===== src/rtl/select_sequencer_if.sv =====
// Handshake/configuration bundle between the Versat controller and select_sequencer.
interface select_sequencer_if #(
    parameter int DATA_W = 32,
    parameter int CNT_W  = 16
);
    logic              running;
    logic              run;
    logic [CNT_W-1:0]  delay;
    logic [CNT_W-1:0]  period;
    logic [CNT_W-1:0]  duty;
    logic [CNT_W-1:0]  iterations;
    logic [DATA_W-1:0] out0;
    logic              done;

    modport master (
        output running, run, delay, period, duty, iterations,
        input  out0, done
    );

    modport slave (
        input  running, run, delay, period, duty, iterations,
        output out0, done
    );
endinterface


===== src/rtl/select_sequencer.sv =====
// Periodic selector-word generator for a two-input select unit.
// Optional macro SELECT_SEQUENCER_LOOP_EN: repeat the schedule in ACTIVE instead of finishing.
module select_sequencer #(
    parameter int DATA_W = 32,
    parameter int CNT_W  = 16
) (
    input logic               clk,
    input logic               rst,
    select_sequencer_if.slave bus
);
    typedef enum logic [1:0] {IDLE, DELAY, ACTIVE, FINISH} state_t;

    state_t           state;
    logic [CNT_W-1:0] delay_cnt;
    logic [CNT_W-1:0] period_s;
    logic [CNT_W-1:0] duty_s;
    logic [CNT_W-1:0] iter_s;
    logic [CNT_W-1:0] phase;
    logic [CNT_W-1:0] iter_cnt;
    logic             start;

    function automatic logic [CNT_W-1:0] eff_period(input logic [CNT_W-1:0] p);
        return (p == '0) ? CNT_W'(1) : p;
    endfunction

    // A run pulse restarts the schedule from any state except FINISH.
    assign start = bus.run && (state != FINISH);

    always_ff @(posedge clk or posedge rst) begin
        if (rst) begin
            state     <= IDLE;
            delay_cnt <= '0;
            period_s  <= '0;
            duty_s    <= '0;
            iter_s    <= '0;
            phase     <= '0;
            iter_cnt  <= '0;
            bus.out0  <= '0;
            bus.done  <= 1'b1;
        end else if (!bus.running) begin
            state    <= IDLE;
            phase    <= '0;
            iter_cnt <= '0;
            bus.out0 <= '0;
            bus.done <= 1'b1;
        end else if (start) begin
            period_s  <= eff_period(bus.period);
            duty_s    <= bus.duty;
            iter_s    <= bus.iterations;
            delay_cnt <= bus.delay;
            phase     <= '0;
            iter_cnt  <= '0;
            bus.out0  <= '0;
            if (bus.delay != '0) begin
                state    <= DELAY;
                bus.done <= 1'b0;
            end else if (bus.iterations != '0) begin
                state    <= ACTIVE;
                bus.done <= 1'b0;
            end else begin
                state    <= FINISH;
                bus.done <= 1'b1;
            end
        end else begin
            case (state)
                IDLE: begin
                    bus.out0 <= '0;
                    bus.done <= 1'b1;
                end
                DELAY: begin
                    bus.out0  <= '0;
                    delay_cnt <= delay_cnt - CNT_W'(1);
                    if (delay_cnt <= CNT_W'(1)) begin
                        state <= (iter_s == '0) ? FINISH : ACTIVE;
                    end
                end
                ACTIVE: begin
                    bus.out0 <= DATA_W'(phase < duty_s);
                    phase    <= (phase >= period_s - CNT_W'(1)) ? '0 : phase + CNT_W'(1);
                    if (iter_cnt + CNT_W'(1) == iter_s) begin
`ifdef SELECT_SEQUENCER_LOOP_EN
                        iter_cnt <= '0;
                        phase    <= '0;
`else
                        iter_cnt <= iter_cnt + CNT_W'(1);
                        state    <= FINISH;
`endif
                    end else begin
                        iter_cnt <= iter_cnt + CNT_W'(1);
                    end
                end
                FINISH: begin
                    bus.out0 <= '0;
                    bus.done <= 1'b1;
                    state    <= IDLE;
                end
                default: state <= IDLE;
            endcase
        end
    end
endmodule

===== src/flat_wrapper.sv =====
// flat-port wrapper written by rule: the top's interface ports become plain ports
module select_sequencer_flat 
#(
    parameter int DATA_W = 32,
    parameter int CNT_W  = 16
)
  (clk, rst, bus_running, bus_run, bus_delay, bus_period, bus_duty, bus_iterations, bus_out0, bus_done);
  select_sequencer_if #(.DATA_W(DATA_W), .CNT_W(CNT_W)) bus_i ();
  input logic clk;
  input logic rst;
  input wire logic [$bits(bus_i.running)-1:0] bus_running;
  input wire logic [$bits(bus_i.run)-1:0] bus_run;
  input wire logic [$bits(bus_i.delay)-1:0] bus_delay;
  input wire logic [$bits(bus_i.period)-1:0] bus_period;
  input wire logic [$bits(bus_i.duty)-1:0] bus_duty;
  input wire logic [$bits(bus_i.iterations)-1:0] bus_iterations;
  output wire logic [$bits(bus_i.out0)-1:0] bus_out0;
  output wire logic [$bits(bus_i.done)-1:0] bus_done;
  assign bus_i.running = bus_running;
  assign bus_i.run = bus_run;
  assign bus_i.delay = bus_delay;
  assign bus_i.period = bus_period;
  assign bus_i.duty = bus_duty;
  assign bus_i.iterations = bus_iterations;
  assign bus_out0 = bus_i.out0;
  assign bus_done = bus_i.done;
  select_sequencer #(.DATA_W(DATA_W), .CNT_W(CNT_W)) u_core (.clk(clk), .rst(rst), .bus(bus_i));
endmodule

===== config.mk =====
export PLATFORM = sky130hd
export DESIGN_NAME = select_sequencer_flat
export DESIGN_NICKNAME = d
export VERILOG_FILES = /design/src/rtl/select_sequencer_if.sv /design/src/rtl/select_sequencer.sv /design/src/flat_wrapper.sv
export SDC_FILE = /design/constraint.sdc
export NUM_CORES = 1
export LEC_CHECK = 0
export CAP_MARGIN = 10
export CORE_ASPECT_RATIO = 0.7
export CORE_MARGIN = 1.5
export CORE_UTILIZATION = 55
export DETAILED_ROUTE_END_ITERATION = 7
export PLACE_DENSITY = 0.82
export SYNTH_ARGS = -nofsm -noshare
export SYNTH_HDL_FRONTEND = slang
export SYNTH_SLANG_ARGS = --single-unit

===== constraint.sdc =====
create_clock -name clk -period 7.9 [get_ports clk]
set_input_delay 2.37 -clock clk [delete_from_list [all_inputs] [get_ports clk]]
set_output_delay 2.37 -clock clk [all_outputs]
set_load 0.01 [all_outputs]

==> flow_metrics.py <==
metrics = {
    "status": {
        "status": "complete, no violations",
    },
    "clock_network": {
        "clkSinkCount": 100,
        "cts_resized": 0,
        "insertion_delay_ns": 0.35,
        "cts.reportedPaths.clkPinSlew_ns": 0.07,
        "cts-root-buf": "clkbuf_16",
        "cts_htree_levels": 3,
        "cts-buffers-inserted": 9,
        "cts_tree": "done",
        "cts_buffer_depth": 2,
        "cts.hold.buffers_added": 0,
        "post_cts.repair.setup_buffers": 0,
    },
    "floorplanning": {
        "rows": 32,
        "die_w_um": 132,
        "die_area_mm2": 0.0123,
        "start_util_pct": 57.1,
        "coreArea_mm2": 0.0112,
        "io_pins": 101,
        "die_h_um": 93.1,
    },
    "final_layout": {
        "final_cell_mix": "99 x dfrtp_1, 69 x clkdlybuf4s50_1, 49 x mux2_2",
        "mostFrequentLayoutCell": "dfrtp_1",
        "layout-drive-gt1-share_pct": 10.7,
        "nNetsFinal": 834,
        "fin_util_pct": 66.0,
        "multi_input_comb_area_mm2": 0.00355,
        "diodes": 0,
        "seq_area_mm2": 0.00250,
        "nFillCells": 838,
        "synthToLayoutAreaGrowth_pct": 15.7,
    },
    "timing": {
        "fmax_ghz": 0.195,
        "clock_skew_ns": 0.00841,
        "max_slew_margin_pct": 31.6,
        "fin_tns_setup_ns": 0,
        "setup_violations": 0,
        "rsz0062_at_grt": "no",
        "setup_ws_ns": 2.77,
        "fin_crit_sh_pct": 64.9,
        "final-hold-violation-count": 0,
        "timing.hold.ws_ns": 0.508,
        "worst_pin_slew_ns": 1.02,
        "min_period_ns": 5.13,
        "slew_viol_final": 0,
    },
    "power_and_ir_drop": {
        "ir_drop_v": 0.000117,
        "leakagePower_nw": 3.23,
        "total_power_mw": 1.41,
        "powerDensity_mw_per_mm2": 191,
    },
    "placement": {
        "dp_slack_ns": 2.45,
        "gp_congestion": 0.915,
        "portBuffers": 69,
        "place_hpwl_um": 10700,
    },
    "detailed_routing": {
        "post_drt_wl_per_cell_um": 16.2,
        "routed_wl_um": 14300,
        "drtIter0Drc": 323,
        "drc": 0,
        "detailedRoute.firstPassIterationCount": 4,
        "avgViaCountPerCell": 5.87,
        "vias": 5187,
        "ant_nets": 0,
    },
    "yosys": {
        "ys_warn_count": 0,
        "synth_edf_count": 0,
        "synth_top_area_share_pct": 38.8,
        "ys_async_sr_fraction_pct": 100,
        "ys_top_cells_by_area": "dfrtp_1 39%, mux2_2 8.7%, ha_1 8.0%",
        "synth_area_mm2": 0.00638,
        "synth-seq-cells": 100,
        "synth.distinct_cells": 60,
        "syn_area_per_cell_um2": 9.53,
        "synth_ff_type": "dfrtp_1",
        "ys_seq_area_share_pct": 39.3,
        "syn_inst": 669,
        "synth_top_area_cell": "dfrtp_1",
    },
    "critical_path": {
        "path_class": "input pin to register",
        "crit_fanout": 29,
        "cp.arrival_ns": 5.39,
        "r2r-end": "u_core.phase[10]",
        "rr_worst_depth": 9,
        "start_kind": "input pin",
        "reg2reg_slack_ns": 4.34,
        "crit_required_ns": 8.16,
        "timing.rr.start": "u_core.state[1]",
        "cp-end-kind": "register",
    },
    "global_route": {
        "grt_antenna_before_repair": 0,
        "grt_usage_pct": 24.5,
        "grt_pass1_vias": 4993,
        "grt_pass1_wl_um": 24200,
        "grt_max_degree": 69,
        "grt_overflow_total": 0,
    },
    "hold_path": {
        "hp-start": "u_core.duty_s[13]",
        "hold_path.class": "register to register",
        "hold_path_depth": 1,
        "hold_path_end": "u_core.duty_s[13]",
    },
    "run": {
        "cap_viol_max_count": 0,
    },
}
[flip-flops by register name, indices dropped and copies added (netlist names)]
signal            count
u_core.state          2
u_core.delay_cnt     16
u_core.phase         16
u_core.iter_s        16
u_core.duty_s        16
u_core.bus.out0       1
u_core.iter_cnt      16
u_core.period_s      16
u_core.bus.done       1
[worst max-delay path by stage]
stage | slack (ns) | end | cells past startpoint | start
final | 2.77 | u_core.phase[10] | 9 | bus_run
after global routing | 2.45 | u_core.phase[14] | 9 | bus_run
after CTS | 2.82 | u_core.period_s[0] | 5 | bus_run
after detailed placement | 2.45 | u_core.period_s[0] | 5 | bus_run
after global placement | 2.58 | u_core.period_s[0] | 5 | bus_run
after floorplan | 2.91 | u_core.bus.out0[0] | 1 | rst
[stage by stage]
stage / cells / area [µm²]
finish: 883 / 7380
global route: 883 / 7380
CTS: 882 / 7360
detailed placement: 866 / 7060
global placement: 866 / 7060
floorplan: 699 / 6490
[area by class of cell]
cell class,instances,area share (%)
multi-input cells,514,48.1
flip-flops and latches,100,33.9
repair buffers,72,9.84
clock buffers,10,3.10
well taps,153,2.59
inverters,28,1.44
clock inverters,6,0.950
[cells in the mapped netlist, types with 2 or more instances]
| library cell | instances |
|---|---|
| a211o_1 | 2 |
| a211oi_1 | 3 |
| a21o_1 | 10 |
| a21oi_1 | 39 |
| a22o_1 | 2 |
| a22oi_1 | 6 |
| a31oi_1 | 17 |
| a41oi_1 | 2 |
| and2_1 | 2 |
| and3_1 | 19 |
| and4_1 | 3 |
| buf_1 | 5 |
| buf_2 | 2 |
| buf_4 | 32 |
| clkbuf_1 | 18 |
| dfrtp_1 | 99 |
| ha_1 | 41 |
| inv_1 | 28 |
| mux2_2 | 49 |
| nand2_1 | 34 |
| nand2b_1 | 14 |
| nand3_1 | 24 |
| nand3b_1 | 3 |
| nand4_1 | 11 |
| nor2_1 | 42 |
| nor2b_1 | 3 |
| nor3_1 | 16 |
| nor4_1 | 23 |
| nor4b_1 | 2 |
| o211ai_1 | 2 |
| o21ai_0 | 39 |
| o22ai_1 | 2 |
| o32ai_1 | 2 |
| or3_1 | 4 |
| or4_1 | 2 |
| xnor2_1 | 24 |
| xor2_1 | 20 |
[metal layers]
metal / up-vias / wire length [µm] / global-route usage, %
met3: 14 / 932 / 4.66
li1: 2486 / - / -
met2: 199 / 6370 / 36.8
met4: 0 / 150 / 7.50
met1: 2488 / 6870 / 35.8
met5: - / 0 / 0
[cell families (layout without fill, tap and decap cells)]
| logic type | Yosys count | after routing | share of synthesized area, % |
|---|---|---|---|
| AOI/OAI and AO/OA | 141 | 141 | 13.6 |
| xor gates and xnor gates | 44 | 44 | 6.04 |
| muxes | 51 | 51 | 9.04 |
| DFF | 100 | 100 | 39.3 |
| buffers and inverters | 85 | 116 | 6.92 |
| adders and majority gates | 41 | 41 | 8.04 |
| and+or+nand+nor | 206 | 206 | 17.1 |
| other | 1 | 31 | 0.0588 |
[power by group]
part           switching [mW]  internal (mW)  total [mW]  leakage (nW)
logic                   0.155          0.154       0.309          1.85
registers              0.0724          0.581       0.654          1.25
clock network           0.202          0.248       0.450         0.136
total                   0.429          0.983        1.41          3.23
[worst max-delay path: stages]
cell and delay [ns]:
clkdlybuf4s50_1 0.41, nand2b_1 0.54, nand2_1 0.63, a2111oi_0 0.51, o21ai_0 0.16, a21oi_1 0.15
buf_4 0.30, nand2b_1 0.11, a31oi_1 0.20
Note: power is estimated with default switching activity, not from simulation.
